$ cat src/rtl/tap_block_decoder_pkg.sv
// Shared definitions for the tape block decoder.
//  - Default tape timing (clk ticks) common with the pulse generator and saver.
//  - FSM state and half-period class encodings.
//  - Small saturating-increment helper for the block length counter.
package tap_block_decoder_pkg;

  localparam int LEADER_DEF     = 244;
  localparam int SYNC_DEF       = 73;
  localparam int ONE_DEF        = 195;
  localparam int ZERO_DEF       = 98;
  localparam int TOL_DEF        = 20;
  localparam int LEADER_MIN_DEF = 256;
  localparam int GAP_DEF        = LEADER_DEF + TOL_DEF + 50;
  localparam int CNT_W_DEF      = 10;
  localparam int FIFO_DEPTH_DEF = 16;

  typedef enum logic [2:0] {
    ST_IDLE,
    ST_LEADER,
    ST_SYNC2,
    ST_BIT_H1,
    ST_BIT_H2
  } state_e;

  typedef enum logic [2:0] {
    CL_GLITCH,
    CL_SYN,
    CL_B0,
    CL_B1,
    CL_LDR,
    CL_GAPC
  } class_e;

  function automatic logic [15:0] sat_inc16(input logic [15:0] v);
    return (v == 16'hFFFF) ? v : v + 16'd1;
  endfunction

endpackage

$ cat src/rtl/tap_block_decoder_if.sv
// Byte stream port of the tape block decoder (valid/ready, first-word-fall-through).
//  data  : head byte, 0 when valid is low
//  valid : data holds a byte
//  ready : consumer takes the byte when valid is also high
// master = decoder side, slave = consumer side.
interface tap_block_decoder_if;
  logic [7:0] data;
  logic       valid;
  logic       ready;

  modport master (output data, output valid, input ready);
  modport slave  (input data, input valid, output ready);
endinterface

$ cat src/rtl/tap_block_decoder_byte_fifo.sv
// First-word-fall-through byte FIFO.
//  clk, rst_n : clock, asynchronous active-low reset (pointers only)
//  push_i/din_i, full_o  : write side; a push while full is dropped unless a pop frees the slot
//  pop_i/dout_o, empty_o : read side; dout_o shows the head entry, 0 when empty
module tap_block_decoder_byte_fifo #(
  parameter int DEPTH = 16,
  parameter int W     = 8
) (
  input  logic         clk,
  input  logic         rst_n,
  input  logic         push_i,
  input  logic [W-1:0] din_i,
  output logic         full_o,
  input  logic         pop_i,
  output logic [W-1:0] dout_o,
  output logic         empty_o
);
  localparam int AW = $clog2(DEPTH);

  logic [W-1:0] mem_q [DEPTH];
  logic [AW:0]  wr_ptr_q, rd_ptr_q;
  logic         do_pop, do_push;

  // Extra pointer bit distinguishes full from empty when the indices match.
  assign empty_o = (wr_ptr_q == rd_ptr_q);
  assign full_o  = (wr_ptr_q[AW] != rd_ptr_q[AW]) &&
                   (wr_ptr_q[AW-1:0] == rd_ptr_q[AW-1:0]);
  assign do_pop  = pop_i && !empty_o;
  assign do_push = push_i && (!full_o || do_pop);

  always_ff @(posedge clk) begin
    if (do_push) mem_q[wr_ptr_q[AW-1:0]] <= din_i;
  end

  always_ff @(posedge clk or negedge rst_n) begin
    if (!rst_n) begin
      wr_ptr_q <= '0;
      rd_ptr_q <= '0;
    end else begin
      if (do_push) wr_ptr_q <= wr_ptr_q + 1'b1;
      if (do_pop)  rd_ptr_q <= rd_ptr_q + 1'b1;
    end
  end

  assign dout_o = empty_o ? '0 : mem_q[rd_ptr_q[AW-1:0]];
endmodule

$ cat src/rtl/tap_block_decoder.sv
// Tape block decoder: EAR half-wave stream -> TAP block bytes.
//  clk, rst_n    : tape tick clock, asynchronous active-low reset
//  ear_i         : raw EAR level (asynchronous)
//  dout_if       : byte stream out (FWFT valid/ready)
//  block_start_o : 1-cycle pulse when a block opens after sync
//  block_end_o   : 1-cycle pulse once a closed block has fully drained
//  block_len_o   : byte count of the last closed block
//  checksum_ok_o : last block had XOR 0, whole bytes only, no error, at least one byte
//  overflow_o    : sticky; dropped byte or rejected block, cleared by the next block_start
//  busy_o        : framing in progress, bytes buffered or an end pending
module tap_block_decoder
  import tap_block_decoder_pkg::*;
#(
  parameter int LEADER     = LEADER_DEF,
  parameter int SYNC       = SYNC_DEF,
  parameter int ONE        = ONE_DEF,
  parameter int ZERO       = ZERO_DEF,
  parameter int TOL        = TOL_DEF,
  parameter int LEADER_MIN = LEADER_MIN_DEF,
  parameter int GAP        = GAP_DEF,
  parameter int CNT_W      = CNT_W_DEF,
  parameter int FIFO_DEPTH = FIFO_DEPTH_DEF
) (
  input  logic                clk,
  input  logic                rst_n,
  input  logic                ear_i,
  tap_block_decoder_if.master dout_if,
  output logic                block_start_o,
  output logic                block_end_o,
  output logic [15:0]         block_len_o,
  output logic                checksum_ok_o,
  output logic                overflow_o,
  output logic                busy_o
);
  localparam int LC_W = $clog2(LEADER_MIN);
  localparam logic [LC_W-1:0]  LC_LAST = LC_W'(LEADER_MIN - 1);
  localparam logic [CNT_W-1:0] TH_GAP  = CNT_W'(GAP);
  localparam logic [CNT_W-1:0] TH_LDR  = CNT_W'(LEADER - TOL);
  localparam logic [CNT_W-1:0] TH_B1   = CNT_W'(ONE - TOL);
  localparam logic [CNT_W-1:0] TH_B0   = CNT_W'(ZERO - TOL);
  localparam logic [CNT_W-1:0] TH_SYN  = CNT_W'(SYNC - TOL);

  logic ear_s1_q, ear_s2_q, ear_lvl_q;
  logic [CNT_W-1:0] cnt_q, cnt_d;
  state_e state_q, state_d;
  class_e cls;
  logic [LC_W-1:0] ldr_cnt_q, ldr_cnt_d;
  logic        half_q, half_d;          // latched first half: 1 = B1, 0 = B0
  logic [6:0]  shreg_q, shreg_d;        // bits of the byte in progress
  logic [2:0]  nbits_q, nbits_d;
  logic [15:0] len_q, len_d, block_len_q, block_len_d;
  logic [7:0]  parity_q, parity_d, byte_w;
  logic err_q, err_d, pending_end_q, pending_end_d;
  logic checksum_ok_q, checksum_ok_d, overflow_q, overflow_d;
  logic block_start_q, block_start_d;
  logic edge_w, timeout, push, close, close_err, block_end;
  logic fifo_full, fifo_empty, fifo_pop;

  assign edge_w  = ear_s2_q ^ ear_lvl_q;
  assign timeout = !edge_w && (cnt_q == TH_GAP);
  assign cnt_d   = edge_w ? '0 : ((cnt_q == '1) ? cnt_q : cnt_q + 1'b1);

  // Largest class first, so a long half never falls into a shorter bin.
  always_comb begin
    if      (cnt_q > TH_GAP) cls = CL_GAPC;
    else if (cnt_q > TH_LDR) cls = CL_LDR;
    else if (cnt_q > TH_B1)  cls = CL_B1;
    else if (cnt_q > TH_B0)  cls = CL_B0;
    else if (cnt_q > TH_SYN) cls = CL_SYN;
    else                     cls = CL_GLITCH;
  end

  // State register.
  always_ff @(posedge clk or negedge rst_n) begin
    if (!rst_n) begin
      ear_s1_q <= 1'b0; ear_s2_q <= 1'b0; ear_lvl_q <= 1'b0;
      cnt_q <= '0; state_q <= ST_IDLE; ldr_cnt_q <= '0;
      half_q <= 1'b0; shreg_q <= '0; nbits_q <= '0;
      len_q <= '0; parity_q <= '0; err_q <= 1'b0;
      pending_end_q <= 1'b0; block_len_q <= '0; checksum_ok_q <= 1'b0;
      overflow_q <= 1'b0; block_start_q <= 1'b0;
    end else begin
      ear_s1_q <= ear_i; ear_s2_q <= ear_s1_q; ear_lvl_q <= ear_s2_q;
      cnt_q <= cnt_d; state_q <= state_d; ldr_cnt_q <= ldr_cnt_d;
      half_q <= half_d; shreg_q <= shreg_d; nbits_q <= nbits_d;
      len_q <= len_d; parity_q <= parity_d; err_q <= err_d;
      pending_end_q <= pending_end_d; block_len_q <= block_len_d;
      checksum_ok_q <= checksum_ok_d; overflow_q <= overflow_d;
      block_start_q <= block_start_d;
    end
  end

  // Next state and block bookkeeping.
  always_comb begin
    state_d = state_q; ldr_cnt_d = ldr_cnt_q; half_d = half_q;
    shreg_d = shreg_q; nbits_d = nbits_q; len_d = len_q; parity_d = parity_q;
    err_d = err_q; pending_end_d = pending_end_q && !block_end;
    block_len_d = block_len_q; checksum_ok_d = checksum_ok_q; overflow_d = overflow_q;
    block_start_d = 1'b0; push = 1'b0; close = 1'b0; close_err = 1'b0;
    byte_w = {shreg_q, half_q};
    case (state_q)
      ST_IDLE: if (edge_w) begin
        if (cls == CL_LDR) begin
          if (ldr_cnt_q == LC_LAST) begin
            ldr_cnt_d = '0;
            state_d   = ST_LEADER;
          end else begin
            ldr_cnt_d = ldr_cnt_q + 1'b1;
          end
        end else begin
          ldr_cnt_d = '0;
        end
      end
      ST_LEADER: if (edge_w) begin
        if (cls == CL_SYN)      state_d = ST_SYNC2;
        else if (cls != CL_LDR) state_d = ST_IDLE;
      end else if (timeout) begin
        state_d = ST_IDLE;
      end
      ST_SYNC2: if (edge_w) begin
        // A block still waiting to drain keeps the new one from opening.
        if (cls == CL_SYN && !pending_end_q) begin
          state_d = ST_BIT_H1; block_start_d = 1'b1;
          len_d = '0; parity_d = '0; nbits_d = '0; err_d = 1'b0; overflow_d = 1'b0;
        end else begin
          state_d = ST_IDLE;
          if (cls == CL_SYN) overflow_d = 1'b1;
        end
      end else if (timeout) begin
        state_d = ST_IDLE;
      end
      ST_BIT_H1: if (edge_w) begin
        if (cls == CL_B1 || cls == CL_B0) begin
          half_d  = (cls == CL_B1);
          state_d = ST_BIT_H2;
        end else begin
          close = 1'b1; close_err = 1'b1;
        end
      end else if (timeout) begin
        close = 1'b1;
      end
      ST_BIT_H2: if (edge_w) begin
        if ((cls == CL_B1 && half_q) || (cls == CL_B0 && !half_q)) begin
          shreg_d = byte_w[6:0];
          nbits_d = nbits_q + 1'b1;
          state_d = ST_BIT_H1;
          if (nbits_q == 3'd7) begin
            parity_d = parity_q ^ byte_w;
            len_d    = sat_inc16(len_q);
            // A pop in the same cycle frees a slot, so full alone is not an overflow.
            if (fifo_full && !fifo_pop) begin
              overflow_d = 1'b1; err_d = 1'b1;
            end else begin
              push = 1'b1;
            end
          end
        end else begin
          close = 1'b1; close_err = 1'b1;
        end
      end else if (timeout) begin
        close = 1'b1;
      end
      default: state_d = ST_IDLE;
    endcase
    // Close uses the post-byte values so a byte finished this cycle is counted.
    if (close) begin
      block_len_d   = len_d;
      checksum_ok_d = (parity_d == '0) && (nbits_d == '0) && !err_d && !close_err &&
                      (len_d != '0);
      pending_end_d = 1'b1;
      state_d       = ST_IDLE;
    end
  end

  // Outputs.
  always_comb begin
    block_end = pending_end_q && fifo_empty;
    busy_o    = (state_q != ST_IDLE) || !fifo_empty || pending_end_q;
  end

  assign fifo_pop      = dout_if.valid && dout_if.ready;
  assign dout_if.valid = !fifo_empty;
  assign block_end_o   = block_end;
  assign block_start_o = block_start_q;
  assign block_len_o   = block_len_q;
  assign checksum_ok_o = checksum_ok_q;
  assign overflow_o    = overflow_q;

  tap_block_decoder_byte_fifo #(.DEPTH(FIFO_DEPTH), .W(8)) u_fifo (
    .clk     (clk),
    .rst_n   (rst_n),
    .push_i  (push),
    .din_i   (byte_w),
    .full_o  (fifo_full),
    .pop_i   (fifo_pop),
    .dout_o  (dout_if.data),
    .empty_o (fifo_empty)
  );
endmodule

$ cat src/flat_wrapper.sv
// flat-port wrapper written by rule: the top's interface ports become plain ports
module tap_block_decoder_flat import tap_block_decoder_pkg::*;
#(
  parameter int LEADER     = LEADER_DEF,
  parameter int SYNC       = SYNC_DEF,
  parameter int ONE        = ONE_DEF,
  parameter int ZERO       = ZERO_DEF,
  parameter int TOL        = TOL_DEF,
  parameter int LEADER_MIN = LEADER_MIN_DEF,
  parameter int GAP        = GAP_DEF,
  parameter int CNT_W      = CNT_W_DEF,
  parameter int FIFO_DEPTH = FIFO_DEPTH_DEF
)
  (clk, rst_n, ear_i, block_start_o, block_end_o, block_len_o, checksum_ok_o, overflow_o, busy_o, dout_if_data, dout_if_valid, dout_if_ready);
  tap_block_decoder_if dout_if_i ();
  input  logic clk;
  input  logic rst_n;
  input  logic ear_i;
  output logic block_start_o;
  output logic block_end_o;
  output logic [15:0] block_len_o;
  output logic checksum_ok_o;
  output logic overflow_o;
  output logic busy_o;
  output wire logic [$bits(dout_if_i.data)-1:0] dout_if_data;
  output wire logic [$bits(dout_if_i.valid)-1:0] dout_if_valid;
  input wire logic [$bits(dout_if_i.ready)-1:0] dout_if_ready;
  assign dout_if_data = dout_if_i.data;
  assign dout_if_valid = dout_if_i.valid;
  assign dout_if_i.ready = dout_if_ready;
  tap_block_decoder #(.LEADER(LEADER), .SYNC(SYNC), .ONE(ONE), .ZERO(ZERO), .TOL(TOL), .LEADER_MIN(LEADER_MIN), .GAP(GAP), .CNT_W(CNT_W), .FIFO_DEPTH(FIFO_DEPTH)) u_core (.clk(clk), .rst_n(rst_n), .ear_i(ear_i), .dout_if(dout_if_i), .block_start_o(block_start_o), .block_end_o(block_end_o), .block_len_o(block_len_o), .checksum_ok_o(checksum_ok_o), .overflow_o(overflow_o), .busy_o(busy_o));
endmodule
$ cat config.mk
export PLATFORM = sky130hd
export DESIGN_NAME = tap_block_decoder_flat
export DESIGN_NICKNAME = d
export VERILOG_FILES = /design/src/rtl/tap_block_decoder_pkg.sv /design/src/rtl/tap_block_decoder_if.sv /design/src/rtl/tap_block_decoder_byte_fifo.sv /design/src/rtl/tap_block_decoder.sv /design/src/flat_wrapper.sv
export SDC_FILE = /design/constraint.sdc
export NUM_CORES = 1
export LEC_CHECK = 0
export CORE_UTILIZATION = 45
export CTS_BUF_LIST = sky130_fd_sc_hd__clkbuf_16
export DETAILED_ROUTE_END_ITERATION = 7
export PLACE_DENSITY = 0.68
export SLEW_MARGIN = 20
export SYNTH_ARGS = -nofsm -noshare
export SYNTH_HDL_FRONTEND = slang
export SYNTH_SLANG_ARGS = --single-unit
$ cat constraint.sdc
create_clock -name clk -period 4.48 [get_ports clk]
set_clock_uncertainty 0.1 [all_clocks]
set_input_delay 0.672 -clock clk [delete_from_list [all_inputs] [get_ports clk]]
set_output_delay 0.672 -clock clk [all_outputs]
set_load 0.01 [all_outputs]
* Yosys cells after proc, flatten, opt, wreduce, memory -nomap -nowiden
Memories as Yosys holds them, arrays and structs flattened.
Index checks and enable logic that the tools add are counted.
** Storage, ports and cells
- RAM bits :: 128
- Flip-flop bits (word level) :: 90
- Bits of input ports :: 4
- Output and inout port bits :: 30
- Logic and storage cells :: 183
- Memories kept :: 1
** Operators by class
- Multiplexer cells :: 78
- Add/sub/neg operators :: 6
- Reduce and logical (&&, ||, !) cells :: 40
- $lt $le $gt $ge :: 5
- Bitwise gates (word level) :: 2
- Equality and inequality tests :: 32
** Memories
- u_core.u_fifo.mem_q :: depth 16, width 8, read ports 1, clocked after Yosys merged registers in 0, write ports 1, line tap_block_decoder_byte_fifo.sv:20 : logic [W-1:0] mem_q [DEPTH];
** Operators by type and width (count)
- $mux 16 :: 6
- $mux 8 :: 8
- $mux 3 :: 21
- $mux 1 :: 32
- $pmux 16 s2 :: 1
- $ne 3x1->1 const B :: 8
- $gt 10x8->1 const B :: 2
- $mux 10 :: 2
- $add 16x1->16 const B :: 1
- $eq 16x16->1 const B :: 1
- $pmux 8 s2 :: 1
- $reduce_bool 16->1 :: 1
- $logic_and 1x1->1 :: 15
- $pmux 3 s5 :: 1
- $eq 3x2->1 const B :: 4
- $ne 2x1->1 const B :: 6
- $add 10x1->10 const B :: 1
- $add 5x1->5 const B :: 2
- $eq 10x10->1 const B :: 1
- $eq 10x9->1 const B :: 1
- $gt 10x6->1 const B :: 1
- $gt 10x7->1 const B :: 1
- $gt 10x9->1 const B :: 1
- $eq 3x3->1 const B :: 3
- 24 further kinds :: 42

* Longest topological paths before layout
- Depth in word-level cells :: 17
- Depth in mapped cells :: 13
- Gate-level depth less buffers :: 12

* Cells and area by module
A second synthesis with hierarchy kept.
** Second synthesis, totals
- Cells, all modules :: 742
- Area total of the unflattened synthesis :: 9918.3 µm²
** Modules (own cells, without submodules)
- tap_block_decoder_byte_fifo :: instances 1, sequential area each 4093.9 µm², area an instance 5552.8 µm², cells each 271
- tap_block_decoder :: instances 1, sequential area each 2001.9 µm², area an instance 4365.4 µm², cells each 471

* Worst setup path before layout
OpenSTA, ideal clock, no wires.
- Path kind :: reg2reg
- Start point :: register u_core.cnt_q[0]
- End point :: memory u_core.u_fifo.mem_q[4][0], enable pin
- Slack :: 1.304 ns
- Period minus slack after synthesis :: 3.176 ns
- Data required time :: 3.997 ns
- Setup time :: 0.383 ns
- Stages on the path, launching flop included :: 12
- Data arrival time :: 2.692 ns
- Path buffers :: 2
- Cell sequence :: dfrtp_1 > inv_1 > ha_1 > nand4b_1 > o2111ai_2 > a22oi_2 > mux2_2 > buf_2 > and3_1 > buf_2 > nand2_1 > nor3_1
** On the way
- Cells in the longest elaborated chain, start to end :: 15
- Elaborated cells on any way between the ends :: 21
- Classes of those cells :: order compare: 5; eq/ne: 2; mux: 10; reduce/logical: 4
** RTL lines
- start: declaration :: line tap_block_decoder.sv:44 : logic [CNT_W-1:0] cnt_q, cnt_d;
- start signal: assignment :: line tap_block_decoder.sv:84 : cnt_q <= cnt_d; state_q <= state_d; ldr_cnt_q <= ldr_cnt_d;
- $gt 10x6->1 :: line tap_block_decoder.sv:69 : else if (cnt_q > TH_SYN) cls = CL_SYN;
- $mux 1 :: line tap_block_decoder.sv:69
- $mux 3 :: line tap_block_decoder.sv:68 : else if (cnt_q > TH_B0) cls = CL_B0;
- $mux 3 :: line tap_block_decoder.sv:67 : else if (cnt_q > TH_B1) cls = CL_B1;
- $mux 3 :: line tap_block_decoder.sv:66 : else if (cnt_q > TH_LDR) cls = CL_LDR;
- $mux 3 * :: line tap_block_decoder.sv:65 : if (cnt_q > TH_GAP) cls = CL_GAPC;
- $eq 3x2->1 :: line tap_block_decoder.sv:143 : if ((cls == CL_B1 && half_q) || (cls == CL_B0 && !half_q)) begin
- $logic_and 1x1->1 :: line tap_block_decoder.sv:143
- $logic_or 1x1->1 * :: line tap_block_decoder.sv:143
- $mux 1 * :: line tap_block_decoder.sv:143
- $mux 1 * :: line tap_block_decoder.sv:142 : ST_BIT_H2: if (edge_w) begin
- $mux 1 * :: line tap_block_decoder.sv:101 : case (state_q)
- $logic_and 1x1->1 * :: line tap_block_decoder_byte_fifo.sv:29 : assign do_push = push_i && (!full_o || do_pop);
- $mux 1 * :: line tap_block_decoder_byte_fifo.sv:32 : if (do_push) mem_q[wr_ptr_q[AW-1:0]] <= din_i;
- $mux 1 (implied by the code) * :: line tap_block_decoder_byte_fifo.sv:32
- end: declaration :: line tap_block_decoder_byte_fifo.sv:20
Mark *: on every way between the ends. The rest lies on a longest branch, timed or not.

* Worst setup path in the final report
- Start point :: register u_core.u_fifo.rd_ptr_q[0]
- End point :: output dout_if_data[5]
** On the way
- Cells in the longest elaborated chain, start to end :: 2
- Elaborated cells on any way between the ends :: 3
- Classes of those cells :: eq/ne: 1; mux: 1; memory: 1
** RTL lines
- start: declaration :: line tap_block_decoder_byte_fifo.sv:21 : logic [AW:0] wr_ptr_q, rd_ptr_q;
- start signal: assignment :: line tap_block_decoder_byte_fifo.sv:41 : if (do_pop) rd_ptr_q <= rd_ptr_q + 1'b1;
- $mem_v2 16x8 / $eq 5x5->1 (equally long branches)
- $mux 8 * :: line tap_block_decoder_byte_fifo.sv:45 : assign dout_o = empty_o ? '0 : mem_q[rd_ptr_q[AW-1:0]];
- end: declaration :: line flat_wrapper.sv:25 : output wire logic [$bits(dout_if_i.data)-1:0] dout_if_data;
Marks and branches as above.

==> results_dict.tcl <==
set metrics [dict create \
    coreArea_um2 21200 \
    synth_edf_count 128 \
    leakagePower_uw 0.00458 \
    start_util_pct 46.1 \
    grt_pass1_wl_mm 32.8 \
    globalplace.congestion 0.845 \
    setup_viol 0 \
    powerDensity_nw_per_um2 399 \
    min_period_ns 3.90 \
    synthTopCellsByArea "edfxtp_1 39%, dfrtp_1 23%, mux4_2 9.2%, mux2_2 2.9%, ha_1 1.7%" \
    critical_path_class "register to output port" \
    finalHoldViolCount 0 \
    synth_fp_nets 706 \
    grt_max_degree 67 \
    pin_count 34 \
    r2r_start "u_core.cnt_q[1]" \
    portBuffers 33 \
    grtUsageTotal_pct 19.0 \
    clock_path_buffers 3 \
    area_delta_synth_final_pct 13.5 \
    crit_fanout 23 \
    ys.flop_type "edfxtp_1" \
    fin_area_um2 11100 \
    peakVddDrop_v 0.000237 \
    drive_above_1_share_pct 16.4 \
    synthDistinctLibCells 62 \
    wl_mm 20.1 \
    yosys.area.top_type "edfxtp_1" \
    synthesis.area_um2 9750 \
    place_area_um2 10400 \
    tightest_slew_ns 0.957 \
    clk_latency_ns 0.50 \
    fp.dieW_um 149 \
    cts_sinks 218 \
    postSynthCellCount 689 \
    final_nets 746 \
    status "completed" \
    yosys.area.top_type_share_pct 39.4 \
    num_rows 53 \
    reg2reg_depth 9 \
    syn_area_per_cell_um2 14.1 \
    postCtsHoldBufs 0 \
    dr.pass1.iters 5 \
    timing.final.crit_share_pct 87.0 \
    n_antenna_cell 0 \
    finalPower_uw 4410 \
    antenna_found_initial 0 \
    vias 5839 \
    endpoint_kind "output port" \
    rsz0062_at_grt "no" \
    die_area_um2 22200 \
    hpwl_mm 13.5 \
    dr.first_iter.drc_count 551 \
    fin_setup_tns_ns 0 \
    grt_pass1_vias 6119 \
    cts_tree "yes" \
    synth_seq_area_share_pct 62.5 \
    worstHoldPathType "input pin to async pin" \
    synth.most_common_cell "edfxtp_1" \
    overflow 0 \
    cp-start-kind "register" \
    synth_seq_cells 218 \
    crit_required_ns 3.71 \
    numCtsBuffers 23 \
    slew_violations 0 \
    crit_end "dout_if_data[5]" \
    relSlewSlack_pct 36.0 \
    synth_warnings 0 \
    crit_arrival_ns 3.12 \
    cts_setup_buffers 0 \
    cts_resized 0 \
    routed_via_density 5.72 \
    fp.dieH_um 149 \
    root_buffer "clkbuf_16" \
    r2r_setup_slack_ns 0.89 \
    async_flop_share_pct 41.3 \
    antenna_left 0 \
    drv_cap 0 \
    synth_common_cells "128 x edfxtp_1, 90 x dfrtp_1, 41 x nand2_1, 40 x mux4_2, 39 x nor2_1" \
    fmax_mhz 257 \
    clk_pin_slew_ns 0.06 \
    reg2reg_to "u_core.u_fifo.mem_q[2][6]" \
    post_drt_wl_per_cell_um 19.7 \
    drcViolationCount 0 \
    startpoint "u_core.u_fifo.rd_ptr_q[0]" \
    cts-htree-levels 1 \
]
## layout make-up
| class | instances | area [um^2] |
|---|---|---|
| flip-flops and latches | 218 | 6100 |
| multi-input cells | 424 | 3440 |
| fillers | 1716 | 10100 |
| clock buffers | 23 | 576 |
| clock inverters | 18 | 104 |
| inverters | 15 | 56.3 |
| repair buffers | 47 | 445 |
| well taps | 275 | 344 |
## registers in the layout (all words and copies together) (netlist names), 3 cells and up
signal	cells
u_core.len_q	16
u_core.nbits_q	3
u_core.u_fifo.wr_ptr_q	5
u_core.ldr_cnt_q	8
u_core.shreg_q	7
u_core.u_fifo.mem_q	128
u_core.parity_q	8
u_core.cnt_q	10
u_core.u_fifo.rd_ptr_q	5
u_core.block_len_o	16
u_core.state_q	3
## worst min-delay path by stage
stage                          startpoint                   endpoint  slack [ns]  cells after the start
final                               rst_n     u_core.block_len_o[10]        0.18                      1
after global routing                rst_n     u_core.block_len_o[10]        0.24                      1
after CTS                           rst_n  u_core.u_fifo.rd_ptr_q[1]        0.20                      1
after detailed placement  u_core.ear_s1_q            u_core.ear_s2_q        0.24                      0
after global placement    u_core.ear_s1_q            u_core.ear_s2_q        0.24                      0
after floorplan           u_core.ear_s1_q            u_core.ear_s2_q        0.23                      0
## power by group
| part | switching (uW) | total [uW] | internal (uW) |
|---|---|---|---|
| logic | 247 | 479 | 232 |
| registers | 77.2 | 2220 | 2140 |
| clock network | 730 | 1720 | 985 |
## placed cells by master (no fill, tap or decap), types with 18 or more instances in the layout
master | synthesis | layout
edfxtp_1 | 128 | 128
dfrtp_1 | 90 | 89
nand2_1 | 41 | 41
mux4_2 | 40 | 40
nor2_1 | 39 | 39
clkdlybuf4s50_1 | 0 | 32
o21ai_0 | 28 | 28
mux2_2 | 25 | 25
nand3_1 | 24 | 24
clkbuf_16 | 0 | 23
inv_1 | 15 | 22
and3_1 | 22 | 22
nor3_1 | 18 | 18
## logic make-up after synthesis
family | count (synthesis) | share of synthesized area, %
and+or+nand+nor | 224 | 12.2
DFF | 218 | 62.5
AOI/OAI and AO/OA | 86 | 5.87
muxes | 79 | 13.6
buffers and inverters | 47 | 2.17
xor gates and xnor gates | 22 | 1.98
adders and majority gates | 13 | 1.67
## metal layers
metal	vias to the layer above	global-route usage (%)	share of wire, %
met2	163	33.8	51
li1	2700	-	-
met5	-	0	0
met3	31	2.66	4.3
met4	0	4.69	1.9
met1	2945	24.3	42
## stage by stage
stage	hold WS, ns	utilization (%)	cells	setup slack [ns]
after floorplan	0.231	-	689	1.30
after global placement	0.244	49.1	979	1.00
after detailed placement	0.242	49.1	979	0.898
after CTS	0.199	52.3	1020	0.508
after global routing	0.245	52.3	1020	0.435
final	0.180	52.3	1020	0.584
## worst max-delay path, cell delays in order, from the launching register on
cell	delay, ns
dfrtp_2	0.65
buf_12	0.28
mux4_2	0.57
mux4_2	0.47
nor2b_1	0.15
clkdlybuf4s50_1	0.48
Note: power is estimated with default switching activity, not from simulation.
